<file path="config.mk">
export PLATFORM = sky130hd
export DESIGN_NAME = uart_tx_framed
export DESIGN_NICKNAME = d
export VERILOG_FILES = /design/src/rtl/uart_tx_framed.sv
export SDC_FILE = /design/constraint.sdc
export NUM_CORES = 1
export LEC_CHECK = 0
export BUFFER_PORTS_ARGS = -buffer_cell sky130_fd_sc_hd__buf_4
export CELL_PAD_IN_SITES_DETAIL_PLACEMENT = 0
export CELL_PAD_IN_SITES_GLOBAL_PLACEMENT = 1
export CORE_MARGIN = 5
export CORE_UTILIZATION = 42
export DETAILED_ROUTE_END_ITERATION = 8
export PLACE_DENSITY_LB_ADDON = 0.1
export SETUP_SLACK_MARGIN = 0.5
export SLEW_MARGIN = 20
export SYNTH_ARGS = -nofsm -noshare
export SYNTH_HDL_FRONTEND = slang
export SYNTH_SLANG_ARGS = --single-unit
</file>
<file path="constraint.sdc">
create_clock -name clk -period 6.54 [get_ports clk]
set_input_delay 1.962 -clock clk [delete_from_list [all_inputs] [get_ports clk]]
set_output_delay 1.962 -clock clk [all_outputs]
set_load 0.01 [all_outputs]
</file>
<file path="src/rtl/uart_tx_framed.sv">
// -----------------------------------------------------------------------------
// uart_tx_framed
//
// Serial transmitter with a small write FIFO and a per-frame configurable
// format: 5 to 8 data bits, optional even/odd parity and one or two stop bits.
// Every bit on the line (start, data, parity, stop) lasts max(cyclesPerBit,1)
// clocks. The frame format is captured when a frame starts, so changing the
// configuration inputs mid-frame only affects the following frame.
//
// Parameters
//   CLOCK_SCALE_BITS  width of the baud divider / cyclesPerBit
//   FIFO_DEPTH_LOG2   FIFO holds 2**FIFO_DEPTH_LOG2 bytes (1..6)
//
// Ports
//   clk               clock, all logic on the rising edge
//   rst               synchronous active-high reset
//   cyclesPerBit      clocks per bit; 0 behaves like 1
//   dataBits          00=5, 01=6, 10=7, 11=8 data bits
//   parityMode        00=none, 01=even, 10=odd, 11=none
//   twoStopBits       0=one stop bit, 1=two stop bits
//   dataIn            byte to queue (only the low data bits are sent)
//   dataWrite         write strobe, one byte per asserted cycle
//   blockTransmition  holds off the start of a new frame while high
//   tx                registered serial output, idles high
//   busy              frame in flight or FIFO non-empty
//   fifoFull          FIFO is at capacity
//   fifoCount         FIFO occupancy
//   overflow          one-cycle pulse after a write was dropped
// -----------------------------------------------------------------------------
module uart_tx_framed #(
    parameter int CLOCK_SCALE_BITS = 16,
    parameter int FIFO_DEPTH_LOG2  = 2
) (
    input  logic                        clk,
    input  logic                        rst,
    input  logic [CLOCK_SCALE_BITS-1:0] cyclesPerBit,
    input  logic [1:0]                  dataBits,
    input  logic [1:0]                  parityMode,
    input  logic                        twoStopBits,
    input  logic [7:0]                  dataIn,
    input  logic                        dataWrite,
    input  logic                        blockTransmition,
    output logic                        tx,
    output logic                        busy,
    output logic                        fifoFull,
    output logic [FIFO_DEPTH_LOG2:0]    fifoCount,
    output logic                        overflow
);

    localparam int FIFO_DEPTH = 1 << FIFO_DEPTH_LOG2;
    localparam logic [FIFO_DEPTH_LOG2:0] FULL_COUNT = (FIFO_DEPTH_LOG2 + 1)'(FIFO_DEPTH);

    typedef enum logic [2:0] {
        IDLE,
        START,
        DATA,
        PARITY,
        STOP
    } stateType;

    // -------------------------------------------------------------------------
    // State
    // -------------------------------------------------------------------------
    stateType                       stateReg,       stateNext;
    logic [CLOCK_SCALE_BITS-1:0]    divReg,         divNext;
    logic [2:0]                     bitCntReg,      bitCntNext;
    logic                           txReg,          txNext;
    logic                           busyReg,        busyNext;
    logic                           overflowReg,    overflowNext;
    logic [FIFO_DEPTH_LOG2:0]       countReg,       countNext;
    logic [FIFO_DEPTH_LOG2-1:0]     wrPtrReg;
    logic [FIFO_DEPTH_LOG2-1:0]     rdPtrReg;

    // Frame format captured at frame start
    logic [1:0]                     frameBitsReg,    frameBitsNext;
    logic [1:0]                     frameParityReg,  frameParityNext;
    logic                           frameTwoStopReg, frameTwoStopNext;

    // Byte being transmitted, loaded straight from the FIFO array on a pop
    logic [7:0]                     frameDataReg;
    logic [7:0]                     fifoMem [FIFO_DEPTH];

    // -------------------------------------------------------------------------
    // Derived control
    // -------------------------------------------------------------------------
    logic [CLOCK_SCALE_BITS-1:0]    bitPeriodLast;
    logic                           bitDone;
    logic                           wrEn;
    logic                           pop;
    logic                           startOk;
    logic                           startFrame;
    logic [2:0]                     lastIdx;
    logic [2:0]                     nextBitIdx;
    logic                           parityOn;
    logic                           parityBit;
    logic [7:0]                     dataMask;

    // A divisor of 0 is treated as 1, so the last divider value is 0 either way.
    assign bitPeriodLast = (cyclesPerBit == '0) ? '0 : cyclesPerBit - CLOCK_SCALE_BITS'(1);

    // ">=" keeps the bit ending even if cyclesPerBit shrinks below the
    // current divider value during a frame.
    assign bitDone    = (divReg >= bitPeriodLast);

    assign fifoFull   = (countReg == FULL_COUNT);
    assign wrEn       = dataWrite && !fifoFull;
    assign startOk    = (countReg != '0) && !blockTransmition;

    // Index of the last data bit: 5 bits -> 4, ..., 8 bits -> 7
    assign lastIdx    = {1'b1, frameBitsReg};
    assign nextBitIdx = bitCntReg + 3'd1;

    assign parityOn   = (frameParityReg == 2'b01) || (frameParityReg == 2'b10);

    // Mask of the data bits that actually go on the line for this frame
    generate
        for (genvar gi = 0; gi < 8; gi++) begin : gen_data_mask
            assign dataMask[gi] = (3'(gi) <= lastIdx);
        end
    endgenerate

    // Even parity = XOR of sent bits; odd parity inverts it
    assign parityBit = (^(frameDataReg & dataMask)) ^ (frameParityReg == 2'b10);

    // -------------------------------------------------------------------------
    // FIFO storage: array without reset so it maps onto RAM; the read is
    // registered directly into the frame data register on a pop.
    // -------------------------------------------------------------------------
    always_ff @(posedge clk) begin
        if (wrEn) begin
            fifoMem[wrPtrReg] <= dataIn;
        end
        if (pop) begin
            frameDataReg <= fifoMem[rdPtrReg];
        end
    end

    // -------------------------------------------------------------------------
    // FIFO occupancy and status
    // -------------------------------------------------------------------------
    always_comb begin
        countNext = countReg;
        case ({wrEn, pop})
            2'b10:   countNext = countReg + (FIFO_DEPTH_LOG2 + 1)'(1);
            2'b01:   countNext = countReg - (FIFO_DEPTH_LOG2 + 1)'(1);
            default: countNext = countReg;
        endcase
    end

    // A write against a full FIFO is dropped even if a pop frees a slot on
    // the same edge, since acceptance is judged on the registered full flag.
    assign overflowNext = dataWrite && fifoFull;

    // -------------------------------------------------------------------------
    // FSM next-state and output logic
    // -------------------------------------------------------------------------
    always_comb begin
        stateNext        = stateReg;
        divNext          = divReg + CLOCK_SCALE_BITS'(1);
        bitCntNext       = bitCntReg;
        txNext           = txReg;
        frameBitsNext    = frameBitsReg;
        frameParityNext  = frameParityReg;
        frameTwoStopNext = frameTwoStopReg;
        startFrame       = 1'b0;

        case (stateReg)
            IDLE: begin
                divNext = '0;
                txNext  = 1'b1;
                if (startOk) begin
                    startFrame = 1'b1;
                end
            end

            START: begin
                if (bitDone) begin
                    divNext    = '0;
                    bitCntNext = 3'd0;
                    txNext     = frameDataReg[0];
                    stateNext  = DATA;
                end
            end

            DATA: begin
                if (bitDone) begin
                    divNext = '0;
                    if (bitCntReg == lastIdx) begin
                        bitCntNext = 3'd0;
                        if (parityOn) begin
                            txNext    = parityBit;
                            stateNext = PARITY;
                        end else begin
                            txNext    = 1'b1;
                            stateNext = STOP;
                        end
                    end else begin
                        bitCntNext = nextBitIdx;
                        txNext     = frameDataReg[nextBitIdx];
                    end
                end
            end

            PARITY: begin
                if (bitDone) begin
                    divNext    = '0;
                    bitCntNext = 3'd0;
                    txNext     = 1'b1;
                    stateNext  = STOP;
                end
            end

            STOP: begin
                if (bitDone) begin
                    divNext = '0;
                    txNext  = 1'b1;
                    // bitCnt counts elapsed stop periods here
                    if (frameTwoStopReg && (bitCntReg == 3'd0)) begin
                        bitCntNext = 3'd1;
                    end else if (startOk) begin
                        // Chain straight into the next start bit, no idle gap
                        startFrame = 1'b1;
                    end else begin
                        bitCntNext = 3'd0;
                        stateNext  = IDLE;
                    end
                end
            end

            default: begin
                divNext    = '0;
                bitCntNext = 3'd0;
                txNext     = 1'b1;
                stateNext  = IDLE;
            end
        endcase

        // Frame start: pop, capture the format and drive the start bit
        if (startFrame) begin
            stateNext        = START;
            txNext           = 1'b0;
            divNext          = '0;
            bitCntNext       = 3'd0;
            frameBitsNext    = dataBits;
            frameParityNext  = parityMode;
            frameTwoStopNext = twoStopBits;
        end
    end

    assign pop      = startFrame;
    assign busyNext = (stateNext != IDLE) || (countNext != '0);

    // -------------------------------------------------------------------------
    // Registers
    // -------------------------------------------------------------------------
    always_ff @(posedge clk) begin
        if (rst) begin
            stateReg        <= IDLE;
            divReg          <= '0;
            bitCntReg       <= 3'd0;
            txReg           <= 1'b1;
            busyReg         <= 1'b0;
            overflowReg     <= 1'b0;
            countReg        <= '0;
            wrPtrReg        <= '0;
            rdPtrReg        <= '0;
            frameBitsReg    <= 2'b11;
            frameParityReg  <= 2'b00;
            frameTwoStopReg <= 1'b0;
        end else begin
            stateReg        <= stateNext;
            divReg          <= divNext;
            bitCntReg       <= bitCntNext;
            txReg           <= txNext;
            busyReg         <= busyNext;
            overflowReg     <= overflowNext;
            countReg        <= countNext;
            frameBitsReg    <= frameBitsNext;
            frameParityReg  <= frameParityNext;
            frameTwoStopReg <= frameTwoStopNext;
            if (wrEn) begin
                wrPtrReg <= wrPtrReg + FIFO_DEPTH_LOG2'(1);
            end
            if (pop) begin
                rdPtrReg <= rdPtrReg + FIFO_DEPTH_LOG2'(1);
            end
        end
    end

    assign tx        = txReg;
    assign busy      = busyReg;
    assign fifoCount = countReg;
    assign overflow  = overflowReg;

endmodule

</file>
; ---- Word level (Yosys, flattened, before mapping)
; Memory sizes are Yosys's and may differ from the RTL's. A register that Yosys moved wholly into a read port is not among the register bits.
; Index checks and enable logic that the tools add are counted.
[totals]
ff_bits = 37
mem_bits_rw = 32
elab_cells = 107
n_memories = 1
[classes]
n_addsub = 7
n_lt_le_gt_ge = 10
n_eq_ne = 17
muxes = 34
bitwise = 4
reduce_logical = 22
[memory_table]
columns = memory, words, word_bits, rd, rd_ports_with_merged_regs, wr, line
row1 = fifoMem, 4, 8, 1, 1, 1, 81  ; logic [7:0] fifoMem [FIFO_DEPTH];
[ops]
columns = cell, count
row1 = $mux 3, 15
row2 = $add 16x1->16 const B, 1
row3 = $ge 16x16->1, 1
row4 = $logic_not 16->1, 1
row5 = $mux 16, 1
row6 = $sub 16x1->16 const B, 1
row7 = $pmux 3 s5, 1
row8 = $le 3x3->1 const A, 4
row9 = $mux 1, 12
row10 = $pmux 3 s4, 1
row11 = $ne 3x3->1 const B, 3
row12 = $reduce_bool 3->1, 3
row13 = $and 8x8->8, 1
row14 = $reduce_or 4->1, 2
row15 = $reduce_xor 8->1, 1
row16 = $add 3x1->3 const B, 2
row17 = $eq 3x2->1 const B, 2
row18 = $eq 3x3->1 const B, 2
row19 = $le 1x3->1 const A, 2
row20 = $le 2x3->1 const A, 2
row21 = $logic_not 3->1, 2
row22 = $pmux 3 s2, 1
row23 = $reduce_or 2->1, 3
row24 = $reduce_and 5->1, 1
row25 = 19 further kinds, 29

; ---- Depth between registers and ports, before layout
; Gate-level depths: netlist of run 1.
[depth]
word_depth = 10
mapped_depth = 22

; ---- Worst setup path after synthesis of run 1
; OpenSTA, ideal clock, no wires.
[synth_path]
path_kind = input to register
startpoint = input port cyclesPerBit[9]
endpoint = register busyReg (netlist: busy)
arrival_time_ns = 6.360
required_ns = 6.406
setup_slack_ns = 0.046
stages = 19
n_path_buf = 2
cell_sequence = or4_1 or3_1 xnor2_1 nand2_1 ha_1 nand4_1 a211o_1 o32a_1 and2_1 buf_6 a21oi_2 buf_2 ha_1 inv_1 fa_1 xor2_1 xor2_1 a221oi_1 or4_1
[synth_between]
elab_chain_cells = 9
word_cells_on_any_way = 18
[synth_lines]
columns = item, line
row1 = start: declaration, 36  ; input logic [CLOCK_SCALE_BITS-1:0] cyclesPerBit,
row2 = $sub 16x1->16 or $logic_not 16->1 (tied branches), 99  ; assign bitPeriodLast = (cyclesPerBit == '0) ? '0 : cyclesPerBit - CLOCK_SCALE_BITS'(1);
row3 = $mux 16 (*), 99
row4 = $ge 16x16->1 (*), 103  ; assign bitDone = (divReg >= bitPeriodLast);
row5 = $mux 1 (*), 214  ; if (bitDone) begin
row6 = $pmux 1 s2 (*), 167  ; case (stateReg)
row7 = named net pop, 89  ; logic pop;
row8 = $eq 2x1->1 or $eq 2x2->1 (tied branches), 143  ; case ({wrEn, pop})
row9 = $pmux 3 s2, 143
row10 = $reduce_bool 3->1, 251  ; assign busyNext = (stateNext != IDLE) || (countNext != '0);
row11 = $logic_or 1x1->1 (*), 251
row12 = end signal: assignment, 275  ; busyReg <= busyNext;
row13 = end: declaration, 68  ; logic busyReg, busyNext;
; The timed path passes the listed nets; every way through them passes the cells marked *.
; A chain may end at the register's enable or synchronous reset.

; ---- Worst setup path after layout of run 1
[layout_path]
startpoint = input port cyclesPerBit[13]
endpoint = register busyReg (netlist: busy)
[layout_between]
elab_chain_cells = 9
word_cells_on_any_way = 18
[layout_lines]
columns = item, line
row1 = $sub 16x1->16 or $logic_not 16->1 (tied branches), 99
row2 = $mux 16 (*), 99
row3 = $ge 16x16->1 (*), 103
row4 = $mux 1, 214
row5 = $pmux 1 s2, 167
row6 = $eq 2x1->1 or $eq 2x2->1 (tied branches), 143
row7 = $pmux 3 s2, 143
row8 = $reduce_bool 3->1, 251
row9 = $logic_or 1x1->1 (*), 251
; Every way passes the cells marked *; elsewhere a longest branch is shown, timed or not.

==> flow_summary.rst, run 1 <==
.. list-table::
   :header-rows: 1

   * - Metric
     - Value
   * - Number of remaining DRC errors
     - 0
   * - Share of cells above drive strength 1
     - 0.200
   * - Adder-Cell Fraction of Synth Area
     - 0.0880
   * - Power per unit of standard cell area
     - 292 nW/um^2
   * - CP Capture Type
     - flip-flop
   * - Met2 wire length
     - 3.68 mm
   * - Worst-case clock buffer depth
     - 2
   * - Via count of the first global-routing pass
     - 2744
   * - Min-Delay Path Depth
     - 1
   * - Critical path depth
     - 18
   * - Asr flop ratio synth
     - 0
   * - DP HPWL
     - around 6.1 mm
   * - Antenna Violating Nets Remaining
     - 0
   * - Pins over their slew limit
     - 0
   * - Count of inserted antenna diode cells
     - 0
   * - NetSw
     - 0.433 mW
   * - Main combinational cell family by area after synthesis
     - simple AND/OR/NAND/NOR gates
   * - Post-route worst hold slack
     - ~0.5 ns
   * - Power share of the clock group
     - 0.267
   * - CTS tree
     - yes
   * - Least-Margin Pin Slew
     - ~0.67 ns
   * - Net switching fraction of the power
     - 0.310
   * - Slew HR
     - 0.556
   * - Cell with the largest stage delay on the worst path
     - sky130_fd_sc_hd__fa_2
   * - Syn nets
     - 434
   * - Largest delay share family, worst path
     - simple AND/OR/NAND/NOR gates
   * - Final worst-path cycle share
     - 0.888
   * - Area share of xor/xnor cells in the synthesized design
     - 0.0883
   * - Count of input and output buffers
     - 39
   * - Total power draw
     - around 1.4 mW
   * - Initial antenna violation count
     - 0
   * - GR Util All Layers
     - 0.145
   * - DRT Pass-1 Iters
     - 4
   * - Floorplan die area
     - ~12000 um^2
   * - Commonest register cell after synthesis
     - sky130_fd_sc_hd__edfxtp_1
   * - Required time at the worst-slack endpoint
     - 6.77 ns
   * - Cells taking the most area after synthesis
     - sky130_fd_sc_hd__edfxtp_1, sky130_fd_sc_hd__dfxtp_1, sky130_fd_sc_hd__ha_1, sky130_fd_sc_hd__mux4_2, sky130_fd_sc_hd__xnor2_1
   * - CTS Sinks
     - 77
   * - # Max-Cap Violations
     - 0
   * - Skew-Pair Late Insertion Delay
     - 0.34 ns
   * - Topmost layer with routed signal wires
     - met4
   * - Syn Inst Count
     - 373
   * - Highest Clock Rate
     - between 150 and 200 MHz
   * - Post-synth design cell area
     - 4070 um^2
   * - Cell row count
     - 36
   * - Commonest non-fill, non-tap cell in the layout
     - sky130_fd_sc_hd__buf_4
   * - Type of origin of the critical path
     - input port
   * - Post-layout minimum cycle time
     - just under 6 ns
   * - Wire length per cell
     - between 10 and 15 um
   * - Inserted Clock Buffers
     - 9
   * - Clock transition at the registers of the reported paths
     - 0.09 ns
   * - Distinct cells, synth
     - 52
   * - Area fraction in compound gates after synthesis
     - 0.0806
   * - Starting DRC count in detailed routing
     - between 60 and 70
   * - Max IR drop VDD
     - between 0.15 and 0.2 mV
   * - Worst-path cell chain
     - buf_4 -> or4_1 -> or3_1 -> xnor2_1 -> nand2_1 -> ha_1 -> nand4_1 -> a211o_1 -> o32a_1 -> and2_1 -> a21oi_4 -> ha_4 -> inv_1 -> fa_2 -> nand2_1 -> nor2_1 -> a221oi_1 -> or4_1
   * - Via density per instance
     - roughly 5.0
   * - EDFF count, synth
     - 40
   * - Hold Vio Cnt, Final
     - 0
   * - Delay contributed by the slowest stage of the critical path
     - 0.54 ns
   * - Pin count of the biggest net entering global routing
     - 21
   * - Setup Skew
     - 0.0109 ns
   * - Leakage power summed over all cells
     - 1.88 nW
   * - Commonest cells after routing, fill and taps aside
     - sky130_fd_sc_hd__buf_4, sky130_fd_sc_hd__edfxtp_1, sky130_fd_sc_hd__nand2_1
   * - Worst setup path category
     - input port to flip-flop
   * - Core region area
     - 9590 um^2
   * - Die Width
     - 108 um
   * - Via total after detailed routing
     - 2782
   * - Synthesized area per cell
     - 10.9 um^2
   * - Met1 Wirelength
     - 3.87 mm
   * - Initial Utilization
     - 0.424
   * - Fin Setup TNS
     - 0 ns
   * - First-pass GRT wire length
     - about 13 mm
   * - CTS Root Buffer Type
     - sky130_fd_sc_hd__clkbuf_8
   * - Outcome
     - finished clean
   * - Largest fanout on the critical path
     - 4
   * - Relative contribution of combinational cells to total power
     - 0.270
   * - Portion of the post-synthesis area used by sequential elements
     - 0.477
   * - Multiplexer fraction of the synthesized cell area
     - 0.0751
   * - Flops & latches, synth
     - 77
   * - Cell count of the worst reg-to-reg path
     - 15
   * - Area overhead of the layout relative to synthesis
     - 17.5%
   * - Die span in y
     - 108 um
   * - Gr ovfl total
     - 0
   * - Deepest level of the CTS H-tree
     - 3
   * - Met3 routed WL
     - roughly 320 um
   * - Cell taking the most area after synthesis
     - sky130_fd_sc_hd__edfxtp_1
   * - Path category of the worst min-delay check
     - flip-flop to flip-flop
   * - Synth top area share
     - 0.295
   * - Detailed Route WL
     - 7.94 mm
   * - Endpoints failing setup
     - 0
   * - Ports
     - 40
   * - Setup repair after global routing missed its margin
     - no
   * - Ys Warns
     - 0
   * - Final GP Congestion
     - 0.793
   * - # nets final
     - 481
   * - Share of power burned in registers
     - 0.464
   * - Data arrival at the endpoint of the critical path
     - between 6 and 7 ns
   * - Basic-gate share of the synthesized area counting and, or, nand and nor cells
     - 0.162
   * - Crit path buf inv count
     - 2
   * - Internal portion of total power
     - 0.964 mW
layer usage:
layer | GRT usage | up-vias
li1 | - | 1438
met4 | 0.0406 | 0
met2 | 0.237 | 38
met1 | 0.191 | 1301
met3 | 0.0394 | 5
met5 | 0 | -
cells in the mapped netlist (2+ instances only):
master / n
sky130_fd_sc_hd__nor4b_1: 2
sky130_fd_sc_hd__nand3_1: 10
sky130_fd_sc_hd__a221oi_1: 3
sky130_fd_sc_hd__nor2_1: 37
sky130_fd_sc_hd__mux2i_1: 8
sky130_fd_sc_hd__mux4_2: 10
sky130_fd_sc_hd__xor2_1: 19
sky130_fd_sc_hd__a21oi_1: 14
sky130_fd_sc_hd__ha_1: 27
sky130_fd_sc_hd__o21ai_0: 7
sky130_fd_sc_hd__nand4_1: 4
sky130_fd_sc_hd__edfxtp_1: 40
sky130_fd_sc_hd__dfxtp_1: 37
sky130_fd_sc_hd__and2_1: 3
sky130_fd_sc_hd__or4_1: 3
sky130_fd_sc_hd__nand2b_1: 2
sky130_fd_sc_hd__or3_1: 4
sky130_fd_sc_hd__nand3b_1: 4
sky130_fd_sc_hd__xnor2_1: 22
sky130_fd_sc_hd__nand2_1: 40
sky130_fd_sc_hd__or2_2: 4
sky130_fd_sc_hd__clkbuf_1: 6
sky130_fd_sc_hd__and3_1: 14
sky130_fd_sc_hd__inv_1: 20
sky130_fd_sc_hd__nor3_1: 6
logic make-up after synthesis:
group,Yosys count
xor gates and xnor gates,41
and+or+nand+nor,136
muxes,18
adders and majority gates,28
buffers and inverters,29
AOI/OAI and AO/OA,44
DFF,77
timing repair:
item / CTS / global route
setup buffers: 0 / 1
setup endpoints to repair: 0 / 1
hold buffers: 0 / 0
resized for setup: 0 / 5
state kept, by name, summed over array words and instances, names as in the netlist:
name	flops
stateReg	3
divReg	16
bitCntReg	3
frameBitsReg	2
frameDataReg	8
frameParityReg	2
overflow	1
tx	1
frameTwoStopReg	1
wrPtrReg	2
rdPtrReg	2
fifoMem	32
fifoCount	3
busy	1
worst paths after layout:
path / startpoint / endpoint / slack (ns)
max: cyclesPerBit[13] / busy$_SDFF_PP0_ / 0.73
min: divReg[0]$_SDFF_PP0_ / divReg[0]$_SDFF_PP0_ / 0.49
max reg2reg: divReg[0]$_SDFF_PP0_ / busy$_SDFF_PP0_ / 3.14
min reg2reg: divReg[0]$_SDFF_PP0_ / divReg[0]$_SDFF_PP0_ / 0.49
cell type report:
cell class	count	area, um^2
timing repair buffer	45	338
clock buffer	9	124
fill	881	4810
inverter	20	75.1
multi-input combinational	267	2050
clock inverter	7	85.1
sequential	77	1940
tap	133	166
through the flow:
stage               area [um^2]  std cells  worst slack (ns)   util
finish                     4780        558             0.731  0.498
global route               4780        558             0.558  0.498
CTS                        4750        557             0.652  0.496
detailed placement         4550        541             0.262  0.474
global placement           4550        541             0.350  0.474
floorplan                  4100        373             0.360      -
power by group through the flow:
| stage | registers, mW | clock network, mW | logic, mW |
|---|---|---|---|
| 6_report | 0.648 | 0.373 | 0.377 |
| 5_1_grt | 0.660 | 0.403 | 0.418 |
| 4_1_cts | 0.651 | 0.385 | 0.374 |
| 3_5_place_dp | 0.662 | 0 | 0.371 |
| 3_3_place_gp | 0.660 | 0 | 0.369 |
| 2_1_floorplan | 0.633 | 0 | 0.287 |
Note: power is estimated with default switching activity, not from simulation.
==> run 2, diff against run 1 <==
Settings changed: ABC_AREA set to 1, CORE_UTILIZATION 42 to 30.
==> flow_summary.rst, run 2 <==
.. list-table::
   :header-rows: 1

   * - Metric
     - Value
   * - Outcome
     - finished clean
   * - # Max-Cap Violations
     - 0 (unchanged)
   * - Endpoints failing setup
     - 0 (unchanged)
   * - Library cell with the highest instance count after synthesis
     - sky130_fd_sc_hd__nand2_1
   * - Slew HR
     - 0.469 (-0.0864)
   * - Net switching fraction of the power
     - 0.335 (+0.0254)
   * - Inserted Clock Buffers
     - 9 (unchanged)
   * - Share of power burned in registers
     - 0.420 (-0.044)
   * - Data arrival at the endpoint of the critical path
     - 5.54 ns (-0.50 ns)
   * - End of the worst register-to-register path
     - busy$_SDFF_PP0_
   * - DRT Pass-1 Iters
     - 4 (unchanged)
   * - Relative contribution of combinational cells to total power
     - 0.271 (about the same)
   * - Max IR drop VDD
     - 0.134 mV (-24%)
   * - Antenna Violating Nets Remaining
     - 0 (unchanged)
   * - Post-synth design cell area
     - 4280 um^2 (+5.1%)
   * - Final core utilization
     - 0.363 (-0.136)
   * - Final GP Congestion
     - 0.822 (+3.6%)
   * - Largest Register
     - fifoMem
   * - Die Width
     - 129 um (+19%)
   * - Skew-Pair Late Insertion Delay
     - 0.34 ns (about the same)
   * - Register-to-register setup slack
     - 3.63 ns (+0.49 ns)
   * - List of most frequent post-synthesis cells
     - sky130_fd_sc_hd__nand2_1, sky130_fd_sc_hd__nor2_1, sky130_fd_sc_hd__inv_1
   * - Path category of the worst min-delay check
     - flip-flop to flip-flop
   * - Max reg flops
     - 32 (unchanged)
   * - Via total after detailed routing
     - 3356 (+21%)
   * - Cells taking the most area after synthesis
     - sky130_fd_sc_hd__edfxtp_1, sky130_fd_sc_hd__dfxtp_1, sky130_fd_sc_hd__nand2_1, sky130_fd_sc_hd__ha_1, sky130_fd_sc_hd__nor2_1
   * - Commonest non-fill, non-tap cell in the layout
     - sky130_fd_sc_hd__nand2_1
   * - Worst setup path category
     - input port to flip-flop
   * - CTS Root Buffer Type
     - sky130_fd_sc_hd__clkbuf_16
   * - Detailed Route WL
     - 9.65 mm (+22%)
   * - Synth top area share
     - 0.281 (-0.0144)
   * - CTS hold repair buffers
     - 0 (unchanged)
   * - Cell row count
     - 43 (+19%)
   * - Worst hold path startpoint
     - tx$_SDFFE_PP1P_
   * - Post-layout minimum cycle time
     - 5.31 ns (-0.498 ns)
   * - Distinct cells, synth
     - 37 (-29%)
   * - Syn Inst Count
     - 515 (+38%)
   * - Number of remaining DRC errors
     - 0 (unchanged)
   * - Ys Warns
     - 0 (unchanged)
   * - Deepest level of the CTS H-tree
     - 3 (unchanged)
   * - Termination of the worst setup path
     - busy$_SDFF_PP0_
   * - Flops & latches, synth
     - 77 (unchanged)
   * - Highest Clock Rate
     - 188 MHz (+9.4%)
   * - Power per unit of standard cell area
     - 303 nW/um^2 (+3.8%)
   * - Setup repair after global routing missed its margin
     - no
   * - GR Util All Layers
     - 0.123 (-0.0226)
   * - Least-Margin Pin Slew
     - 0.793 ns (+0.128 ns)
   * - First-pass GRT wire length
     - 15.9 mm (+20%)
   * - Reg-to-reg startpoint
     - divReg[0]$_SDFF_PP0_
   * - Buffers inserted during post-CTS setup optimization
     - 0 (unchanged)
   * - Synthesized area per cell
     - 8.30 um^2 (-24%)
   * - Final worst-path cycle share
     - 0.812 (-0.0761)
   * - Area overhead of the layout relative to synthesis
     - 18.1%
   * - Via density per instance
     - 4.50 (-9.6%)
   * - Core region area
     - 13900 um^2 (+45%)
   * - CTS tree
     - yes
   * - Registers with the highest flip-flop counts
     - fifoMem x32, divReg x16, frameDataReg x8
   * - Required time at the worst-slack endpoint
     - 6.77 ns (about the same)
   * - Die span in y
     - 129 um (+19%)
   * - Portion of the post-synthesis area used by sequential elements
     - 0.454 (-0.0233)
   * - Worst-case clock buffer depth
     - 2 (unchanged)
   * - Via count of the first global-routing pass
     - 3168 (+15%)
   * - Wire length per cell
     - 13.0 um (-8.9%)
   * - Internal portion of total power
     - 1.02 mW (+5.6%)
   * - Commonest cells after routing, fill and taps aside
     - sky130_fd_sc_hd__nand2_1, sky130_fd_sc_hd__nor2_1, sky130_fd_sc_hd__inv_1
   * - Type of origin of the critical path
     - input port
   * - Initial Utilization
     - 0.307 (-0.117)
   * - CP Capture Type
     - flip-flop
   * - DP HPWL
     - 7.34 mm (+21%)
   * - Setup Skew
     - 0.00602 ns (-0.00485 ns)
   * - EDFF count, synth
     - 40 (unchanged)
   * - Share of cells above drive strength 1
     - 0.150 (-0.0496)
   * - Total of cells resized after clock tree synthesis
     - 0 (unchanged)
   * - Hold Vio Cnt, Final
     - 0 (unchanged)
   * - CTS Sinks
     - 77 (unchanged)
   * - Gr ovfl total
     - 0 (unchanged)
   * - Count of inserted antenna diode cells
     - 0 (unchanged)
   * - Count of input and output buffers
     - 39 (unchanged)
   * - Initial antenna violation count
     - 0 (unchanged)
   * - Cell count of the worst reg-to-reg path
     - 22 (+7)
   * - Asr flop ratio synth
     - 0 (unchanged)
   * - Cell taking the most area after synthesis
     - sky130_fd_sc_hd__edfxtp_1
   * - NetSw
     - 0.513 mW (+19%)
   * - Total power draw
     - 1.53 mW (+9.7%)
   * - Pin count of the biggest net entering global routing
     - 19 (-9.5%)
   * - Clock transition at the registers of the reported paths
     - 0.06 ns (-0.03 ns)
   * - Floorplan die area
     - 16700 um^2 (+42%)
   * - Critical Path Start
     - cyclesPerBit[0]
   * - Syn nets
     - 576 (+33%)
   * - Power share of the clock group
     - 0.309 (+0.042)
   * - Commonest register cell after synthesis
     - sky130_fd_sc_hd__edfxtp_1
   * - Leakage power summed over all cells
     - 2.11 nW (+12%)
   * - # nets final
     - 621 (+29%)
   * - Largest fanout on the critical path
     - 6 (+2)
   * - Starting DRC count in detailed routing
     - 170 (+170%)
   * - Pins over their slew limit
     - 0 (unchanged)
   * - Fin Setup TNS
     - 0 ns (unchanged)
   * - Ports
     - 40 (unchanged)
run 2: cell count changes in the layout (fill, tap and decap cells not counted), sizes merged, moves of 7 or more:
cell	before	now
xor2	19	12
inv	25	73
mux4	10	0
o22ai	1	8
nor3	6	14
mux2i	8	0
nand2	40	98
a21oi	15	30
xnor2	22	15
o21ai	7	33
and3	14	0
nor2	37	82
nand3	10	25
run 2: power by group through the flow:
| stage | registers [mW] | clock network (mW) | logic, mW |
|---|---|---|---|
| finish | 0.644 | 0.473 | 0.415 |
| CTS | 0.645 | 0.493 | 0.424 |
| floorplan | 0.638 | 0 | 0.300 |
| global placement | 0.655 | 0 | 0.418 |
| detailed placement | 0.656 | 0 | 0.422 |
| global route | 0.654 | 0.514 | 0.474 |
run 2: stage by stage:
step | std cells | worst slack, ns | cell area (um^2) | hold slack (ns)
floorplan | 515 | 1.17 | 4280 | 0.436
global placement | 729 | 0.947 | 4770 | 0.457
CTS | 745 | 1.22 | 5050 | 0.481
finish | 745 | 1.23 | 5050 | 0.472
global route | 745 | 0.806 | 5050 | 0.504
detailed placement | 729 | 0.850 | 4770 | 0.466
run 2: layer usage:
layer,vias to the layer above,share of wire,global-route usage
li1,1787,-,-
met1,1511,0.50,0.167
met2,46,0.44,0.187
met3,12,0.038,0.0354
met4,0,0.016,0.0457
met5,-,0,0
run 2: kinds of logic after synthesis:
kind of cell	Yosys count	share of synthesized area
and+or+nand+nor	230	0.241
DFF	77	0.454
AOI/OAI and AO/OA	78	0.0983
adders and majority gates	28	0.0837
xor gates and xnor gates	27	0.0553
buffers and inverters	75	0.0676
run 2: worst min path at each step:
| stage | cells past startpoint | endpoint |
|---|---|---|
| after floorplan | 2 | frameParityReg[0]$_SDFFE_PP0P_ |
| after global placement | 2 | tx$_SDFFE_PP1P_ |
| after detailed placement | 2 | tx$_SDFFE_PP1P_ |
| after CTS | 2 | tx$_SDFFE_PP1P_ |
| after global routing | 2 | tx$_SDFFE_PP1P_ |
| final | 2 | tx$_SDFFE_PP1P_ |
run 2: worst max-delay path, cell delays in order:
cell	delay, ns
sky130_fd_sc_hd__buf_4	0.11
sky130_fd_sc_hd__inv_1	0.10
sky130_fd_sc_hd__nand2_1	0.11
sky130_fd_sc_hd__nor3_2	0.20
sky130_fd_sc_hd__nand3_1	0.20
sky130_fd_sc_hd__nor3_2	0.24
sky130_fd_sc_hd__nand3_1	0.12
sky130_fd_sc_hd__xnor2_1	0.16
sky130_fd_sc_hd__nand2_1	0.07
sky130_fd_sc_hd__ha_1	0.30
sky130_fd_sc_hd__nand2_1	0.08
sky130_fd_sc_hd__nor3_1	0.18
sky130_fd_sc_hd__nand2_1	0.10
sky130_fd_sc_hd__nand2_2	0.13
sky130_fd_sc_hd__nand2_1	0.08
sky130_fd_sc_hd__nand2_2	0.06
sky130_fd_sc_hd__ha_1	0.13
sky130_fd_sc_hd__inv_1	0.06
sky130_fd_sc_hd__fa_1	0.47
sky130_fd_sc_hd__nor2_1	0.04
sky130_fd_sc_hd__a21oi_1	0.18
sky130_fd_sc_hd__nand2_1	0.08
sky130_fd_sc_hd__nor2_1	0.12
sky130_fd_sc_hd__o21ai_0	0.10
sky130_fd_sc_hd__nand2_1	0.06
sky130_fd_sc_hd__nand3_1	0.07
run 2: cell type report:
| type | count | area (um^2) |
|---|---|---|
| Clock buffer | 9 | 225 |
| Fill cell | 1437 | 8880 |
| Sequential cell | 77 | 1940 |
| Clock inverter | 7 | 55.1 |
| Timing Repair Buffer | 40 | 300 |
| Inverter | 69 | 259 |
| Multi-Input combinational cell | 363 | 2050 |
| Tap cell | 180 | 225 |
